==> config.mk <==
export PLATFORM = sky130hd
export DESIGN_NAME = alu_share_arb_flat
export DESIGN_NICKNAME = d
export VERILOG_FILES = /design/src/rtl/alu_pkg.sv /design/src/rtl/alu_share_arb_if.sv /design/src/rtl/alu_core.sv /design/src/rtl/alu_share_arb.sv /design/src/flat_wrapper.sv
export SDC_FILE = /design/constraint.sdc
export NUM_CORES = 1
export LEC_CHECK = 0
export CORE_UTILIZATION = 50
export CTS_CLUSTER_DIAMETER = 120
export DETAILED_ROUTE_END_ITERATION = 7
export PLACE_DENSITY = 0.76
export SYNTH_ARGS = -nofsm -noshare
export SYNTH_HDL_FRONTEND = slang
export SYNTH_HIERARCHICAL = 1
export SYNTH_SLANG_ARGS = --single-unit
==> constraint.sdc <==
create_clock -name clk -period 4 [get_ports clk]
set_input_delay 0.8 -clock clk [delete_from_list [all_inputs] [get_ports clk]]
set_output_delay 0.8 -clock clk [all_outputs]
set_load 0.02 [all_outputs]
==> src/rtl/alu_pkg.sv <==
// alu_pkg: opcode encodings and sequencer state encodings shared by the
// shared-ALU arbiter, its ALU core and anything that builds requests for it.
package alu_pkg;

  localparam logic [2:0] OP_ADD = 3'b000;
  localparam logic [2:0] OP_SUB = 3'b001;
  localparam logic [2:0] OP_AND = 3'b010;
  localparam logic [2:0] OP_OR  = 3'b011;
  localparam logic [2:0] OP_XOR = 3'b100;
  localparam logic [2:0] OP_SLT = 3'b101;

  typedef enum logic [1:0] {
    ST_IDLE = 2'b00,
    ST_EXEC = 2'b01,
    ST_RESP = 2'b10
  } state_t;

endpackage

==> src/rtl/alu_share_arb_if.sv <==
// alu_share_arb_if: request/grant/result bundle between the requesters
// (master side) and the shared-ALU arbiter (slave side). Per-requester
// fields are packed with requester i in slice i.
interface alu_share_arb_if #(
  parameter int N    = 32,
  parameter int NREQ = 2
);
  logic [NREQ-1:0]   req;
  logic [3*NREQ-1:0] op;
  logic [N*NREQ-1:0] a_in;
  logic [N*NREQ-1:0] b_in;
  logic [NREQ-1:0]   gnt;
  logic [N-1:0]      res;
  logic [NREQ-1:0]   res_valid;
  logic              busy;

  modport master (
    output req, op, a_in, b_in,
    input  gnt, res, res_valid, busy
  );

  modport slave (
    input  req, op, a_in, b_in,
    output gnt, res, res_valid, busy
  );
endinterface

==> src/rtl/alu_core.sv <==
// alu_core: purely combinational ALU. SUB and SLT share the one subtractor;
// SLT is the sign bit of the wrapped difference with no overflow correction.
// Reserved opcodes produce zero.
module alu_core
  import alu_pkg::*;
#(
  parameter int N = 32
) (
  input  logic [2:0]   op,
  input  logic [N-1:0] a,
  input  logic [N-1:0] b,
  output logic [N-1:0] result
);

  logic [N-1:0] diff;

  assign diff = a - b;

  // Opcode decode onto the shared adder/subtractor and bitwise units.
  always_comb begin
    result = '0;
    case (op)
      OP_ADD:  result = a + b;
      OP_SUB:  result = diff;
      OP_AND:  result = a & b;
      OP_OR:   result = a | b;
      OP_XOR:  result = a ^ b;
      OP_SLT:  result = {{(N-1){1'b0}}, diff[N-1]};
      default: result = '0;
    endcase
  end

endmodule

==> src/rtl/alu_share_arb.sv <==
// alu_share_arb: arbitrates NREQ requesters onto one shared ALU core.
// IDLE picks a winner and latches its operands, EXEC pulses gnt while the
// core evaluates, RESP presents the registered result with a one-hot
// res_valid. Configuration macro ALU_ARB_RR_EN selects round-robin
// arbitration (search from pointer+1); without it, lowest index wins and
// no pointer register exists.
module alu_share_arb
  import alu_pkg::*;
#(
  parameter int N    = 32,
  parameter int NREQ = 2
) (
  input  logic          clk,
  input  logic          rst,
  alu_share_arb_if.slave bus
);

  localparam int IW = (NREQ > 1) ? $clog2(NREQ) : 1;

  state_t          state;
  logic [2:0]      op_q;
  logic [N-1:0]    a_q;
  logic [N-1:0]    b_q;
  logic [IW-1:0]   win_q;
  logic [N-1:0]    alu_res;
  logic [IW-1:0]   win_idx;
  logic            win_any;
  int              cand;
  logic [NREQ-1:0] one;

  assign one = {{(NREQ-1){1'b0}}, 1'b1};

`ifdef ALU_ARB_RR_EN
  logic [IW-1:0] ptr;

  // Round-robin winner search starting one past the last winner.
  always_comb begin
    win_idx = '0;
    win_any = 1'b0;
    cand    = 0;
    for (int k = 0; k < NREQ; k++) begin
      cand = (int'(ptr) + 1 + k) % NREQ;
      if (!win_any && bus.req[cand]) begin
        win_any = 1'b1;
        win_idx = IW'(cand);
      end
    end
  end
`else
  // Fixed-priority winner search, lowest index first.
  always_comb begin
    win_idx = '0;
    win_any = 1'b0;
    cand    = 0;
    for (int k = 0; k < NREQ; k++) begin
      cand = k;
      if (!win_any && bus.req[cand]) begin
        win_any = 1'b1;
        win_idx = IW'(cand);
      end
    end
  end
`endif

  alu_core #(.N(N)) u_core (
    .op     (op_q),
    .a      (a_q),
    .b      (b_q),
    .result (alu_res)
  );

  // Sequencer FSM with all outputs registered; operands are captured only
  // on the IDLE->EXEC transition so later input changes cannot leak in.
  always_ff @(posedge clk) begin
    if (rst) begin
      state         <= ST_IDLE;
      bus.gnt       <= '0;
      bus.res_valid <= '0;
      bus.res       <= '0;
      bus.busy      <= 1'b0;
      op_q          <= '0;
      a_q           <= '0;
      b_q           <= '0;
      win_q         <= '0;
`ifdef ALU_ARB_RR_EN
      ptr           <= IW'(NREQ - 1);
`endif
    end else begin
      case (state)
        ST_IDLE: begin
          bus.res_valid <= '0;
          if (win_any) begin
            op_q     <= bus.op[3*int'(win_idx) +: 3];
            a_q      <= bus.a_in[N*int'(win_idx) +: N];
            b_q      <= bus.b_in[N*int'(win_idx) +: N];
            win_q    <= win_idx;
            bus.gnt  <= one << win_idx;
            bus.busy <= 1'b1;
            state    <= ST_EXEC;
          end
        end
        ST_EXEC: begin
          bus.gnt       <= '0;
          bus.res       <= alu_res;
          bus.res_valid <= one << win_q;
          state         <= ST_RESP;
        end
        ST_RESP: begin
          bus.res_valid <= '0;
          bus.busy      <= 1'b0;
`ifdef ALU_ARB_RR_EN
          ptr           <= win_q;
`endif
          state         <= ST_IDLE;
        end
        default: begin
          bus.gnt       <= '0;
          bus.res_valid <= '0;
          bus.busy      <= 1'b0;
          state         <= ST_IDLE;
        end
      endcase
    end
  end

endmodule

==> src/flat_wrapper.sv <==
// flat-port wrapper written by rule: the top's interface ports become plain ports
module alu_share_arb_flat import alu_pkg::*;
#(
  parameter int N    = 32,
  parameter int NREQ = 2
)
  (clk, rst, bus_req, bus_op, bus_a_in, bus_b_in, bus_gnt, bus_res, bus_res_valid, bus_busy);
  alu_share_arb_if #(.N(N), .NREQ(NREQ)) bus_i ();
  input  logic clk;
  input  logic rst;
  input wire logic [$bits(bus_i.req)-1:0] bus_req;
  input wire logic [$bits(bus_i.op)-1:0] bus_op;
  input wire logic [$bits(bus_i.a_in)-1:0] bus_a_in;
  input wire logic [$bits(bus_i.b_in)-1:0] bus_b_in;
  output wire logic [$bits(bus_i.gnt)-1:0] bus_gnt;
  output wire logic [$bits(bus_i.res)-1:0] bus_res;
  output wire logic [$bits(bus_i.res_valid)-1:0] bus_res_valid;
  output wire logic [$bits(bus_i.busy)-1:0] bus_busy;
  assign bus_i.req = bus_req;
  assign bus_i.op = bus_op;
  assign bus_i.a_in = bus_a_in;
  assign bus_i.b_in = bus_b_in;
  assign bus_gnt = bus_i.gnt;
  assign bus_res = bus_i.res;
  assign bus_res_valid = bus_i.res_valid;
  assign bus_busy = bus_i.busy;
  alu_share_arb #(.N(N), .NREQ(NREQ)) u_core (.clk(clk), .rst(rst), .bus(bus_i));
endmodule
==> results.py <==
metrics = {
    "status": {
        "run_status": "finished, final reports clean",
    },
    "job": {
        "maxCapViolations": 0,
    },
    "clock_tree": {
        "cts_buffers": 9,
        "post_cts_resized": 0,
        "clockRootBuffer": "clkbuf_16",
        "post-cts-setup-buffer-count": 0,
        "cts.clk_slew.worst_paths_ns": 0.08,
        "cts_tree": "built",
        "clk-insertion-delay-late_ns": 0.37,
        "cts.htree.levels": 3,
        "clock-sinks": 107,
        "hold_buffers": 0,
        "cts_buffer_depth": 2,
    },
    "power_and_ir_drop": {
        "cellPowerDensity_mw_per_mm2": 370.1,
        "p_leak_nw": 4.673,
        "ir_worst_vdd_uv": 218.4,
    },
    "sta": {
        "worst_slew_pin_slew_ns": 1.168,
        "fin_skew_ns": 0.01297,
        "setup_viol": 0,
        "fmax_mhz": 260.2,
        "rsz0062_at_grt": "false",
        "period_share_pct": 96.08,
        "holdWs_ns": 0.4547,
        "final_hold_viol_count": 0,
        "fin_tns_setup_ns": 0,
        "slew_headroom_pct": 21.88,
        "fin_crit_ns": 3.843,
        "drv_slew": 0,
    },
    "final_layout": {
        "drive_above_1_share_pct": 6.694,
        "nets": 1717,
        "n_antenna_cell": 0,
        "area_growth_pct": 21.68,
        "final_area_mm2": 0.01201,
    },
    "worst_setup_path": {
        "rr_startpoint": "u_core/a_q[5]",
        "required_ns": 4.28,
        "crit_buf_inv": 2,
        "worstPathArrival_ns": 4.13,
        "cp_max_fo": 9,
        "slowest_stage": "a2111oi_1",
        "ff2ff_setup_slack_ns": 0.16,
        "reg2reg_to": "u_core/bus.res[16]",
        "crit_path_cell_trace": "inv_1 -> ha_1 -> inv_1 -> a2111oi_0 -> a2111oi_2 -> nor3_1 -> o21bai_1 -> a21o_1 -> a2111oi_1 -> mux2_2 -> a211oi_1 -> nand2_1 -> a21oi_1",
        "cp-end-kind": "flop",
        "crit_top_cell": "inv_1",
        "startpoint_type": "flop",
        "ff2ff_path_depth": 13,
        "cp_top_family": "compound AO/OA/AOI/OAI gates",
        "path_class": "reg2reg",
        "critical-path-max-stage-delay_ns": 0.57,
    },
    "detailed_routing": {
        "dr.pass1.iters": 6,
        "final_antenna_net_count": 0,
        "drc": 0,
        "top_layer_used": "met4",
        "drt-met1-wl_um": 16040,
        "route.vias.total": 10450,
        "wl_met2_um": 13390,
        "drtIter0Drc": 1315,
        "viasPerCell": 5.991,
        "drt-total-wl_um": 33200,
        "avgRoutedWirePerCell_um": 19.04,
        "dr_wl_met3_um": 3366,
    },
    "hold_path": {
        "hold_depth": 2,
        "worstHoldStart": "u_core/bus.res[11]",
        "hold_end": "u_core/bus.res[11]",
        "min_path_type": "reg2reg",
    },
    "synth": {
        "synth_edf_count": 0,
        "synthArstFlopShare_pct": 0,
        "synthDistinctLibCells": 74,
        "syn-instance-count": 1374,
        "ys_warn_count": 6,
        "ys_seq_area_share_pct": 21.70,
        "syn_area_mm2": 0.009873,
        "syn_area_per_cell_um2": 7.186,
        "ys_seq_elements": 107,
        "syn-num-nets": 1617,
        "synth_ff_type": "dfxtp_1",
    },
    "global_route": {
        "antenna_found_initial": 0,
        "grt_pass1_vias": 9263,
        "grt_max_degree": 71,
        "overflow": 0,
        "grt_pass1_wl_um": 51500,
        "grt_usage_pct": 32.58,
    },
    "placement": {
        "hpwl_um": 24720,
        "portBuffers": 174,
        "place_congestion": 0.9676,
        "postPlaceCellArea_mm2": 0.01172,
    },
    "floorplan": {
        "initial_core_util_pct": 50.90,
        "ios": 175,
        "dieHeight_um": 142.5,
        "num_rows": 51,
        "fp.dieW_um": 142.5,
        "core_mm2": 0.01940,
        "die_area_mm2": 0.02031,
    },
}
stage by stage:
stage | power (mW) | std cells | worst slack (ns) | util (%)
global placement | 3.481 | 1728 | 0.4559 | 60.44
detailed placement | 3.491 | 1728 | 0.3380 | 60.44
CTS | 4.395 | 1744 | 0.2920 | 61.93
floorplan | 2.806 | 1374 | 0.8950 | -
finish | 4.447 | 1744 | 0.1568 | 61.93
global route | 4.691 | 1744 | 0.01129 | 61.93
cells by family (layout without fill, tap and decap cells):
logic type	Yosys count	in the layout	share of synthesized area (%)
xor gates and xnor gates	16	16	1.419
DFF	107	107	21.70
AOI/OAI and AO/OA	469	469	33.62
muxes	6	6	0.7603
and+or+nand+nor	461	461	20.42
adders and majority gates	105	105	13.46
buffers and inverters	210	315	8.630
cells in the final DEF (no fill, tap or decap), types with 21 or more instances in the layout:
| cell type | netlist | layout |
|---|---|---|
| nand2_1 | 264 | 264 |
| a21oi_1 | 183 | 183 |
| clkdlybuf4s50_1 | 0 | 173 |
| dfxtp_1 | 107 | 106 |
| ha_1 | 103 | 103 |
| inv_1 | 101 | 101 |
| nor2_1 | 66 | 65 |
| o21ai_0 | 52 | 52 |
| a311oi_1 | 38 | 38 |
| a311oi_2 | 30 | 30 |
| nor3_1 | 27 | 27 |
| nand3_1 | 25 | 25 |
| buf_4 | 5 | 21 |
worst max path at each step:
stage,from,endpoint,slack [ns],cells after the start
after floorplan,u_core/a_q[7],u_core/bus.res[16],0.90,14
after global placement,u_core/a_q[7],u_core/bus.res[16],0.46,13
after detailed placement,u_core/a_q[5],u_core/bus.res[16],0.34,13
after CTS,u_core/a_q[7],u_core/bus.res[16],0.29,13
after global routing,u_core/a_q[5],u_core/bus.res[16],0.01,13
final,u_core/a_q[5],u_core/bus.res[16],0.16,13
synthesized netlist by cell type (10+ instances only):
| library cell | count | area (um2) |
|---|---|---|
| inv_1 | 101 | 379.1 |
| nand2_1 | 264 | 991.0 |
| a311oi_1 | 38 | 332.8 |
| a31oi_1 | 12 | 75.07 |
| o211ai_1 | 18 | 135.1 |
| o22ai_1 | 15 | 93.84 |
| buf_1 | 12 | 45.04 |
| a311oi_2 | 30 | 450.4 |
| ha_1 | 103 | 1289 |
| nor2_1 | 66 | 247.7 |
| o21a_1 | 10 | 75.07 |
| clkbuf_1 | 76 | 285.3 |
| o21bai_1 | 13 | 97.59 |
| nand3_1 | 25 | 125.1 |
| nor3_1 | 27 | 135.1 |
| a21o_1 | 12 | 90.09 |
| a21oi_1 | 183 | 915.9 |
| buf_2 | 12 | 60.06 |
| o21ai_0 | 52 | 260.3 |
| and2_1 | 10 | 62.56 |
| nor2b_1 | 15 | 93.84 |
| o31ai_1 | 12 | 90.09 |
| dfxtp_1 | 107 | 2142 |
| a211oi_1 | 12 | 90.09 |
| xnor2_1 | 12 | 105.1 |
| nor4_1 | 13 | 81.33 |
metal layers:
| metal | GRT usage [%] | up-vias |
|---|---|---|
| met3 | 6.494 | 31 |
| met5 | 0 | - |
| met4 | 7.301 | 0 |
| met2 | 45.28 | 502 |
| met1 | 50.30 | 4844 |
| li1 | - | 5071 |
registers in the layout, indices dropped and copies added, names as in the netlist, 2 cells and up:
register	count
u_core/bus.gnt	2
u_core/bus.res_valid	2
u_core/b_q	32
u_core/state	2
u_core/a_q	32
u_core/bus.res	32
u_core/op_q	3
power breakdown:
part / leakage (nW) / internal, mW / switching (mW) / total [mW]
clock: 0.138 / 0.438 / 0.464 / 0.902
combinational: 3.65 / 0.887 / 1.36 / 2.24
sequential: 0.883 / 1.18 / 0.120 / 1.30
total: 4.67 / 2.51 / 1.94 / 4.45
layout make-up:
class	count	area [um2]
Clock buffer	10	229.0
Clock inverter	6	61.31
Fill cell	1822	7385
Inverter	101	379.1
Multi-Input combinational cell	1057	6900
Sequential cell	107	2143
Tap cell	265	331.6
Timing Repair Buffer	198	1969
worst min-delay path, delay by kind of cell (launching register included):
family / cells / cell delay [ns]
AO/OA/AOI/OAI: 1 / 0.05
flip-flops: 1 / 0.31
AND/OR/NAND/NOR: 1 / 0.05
Note: power is estimated with default switching activity, not from simulation.
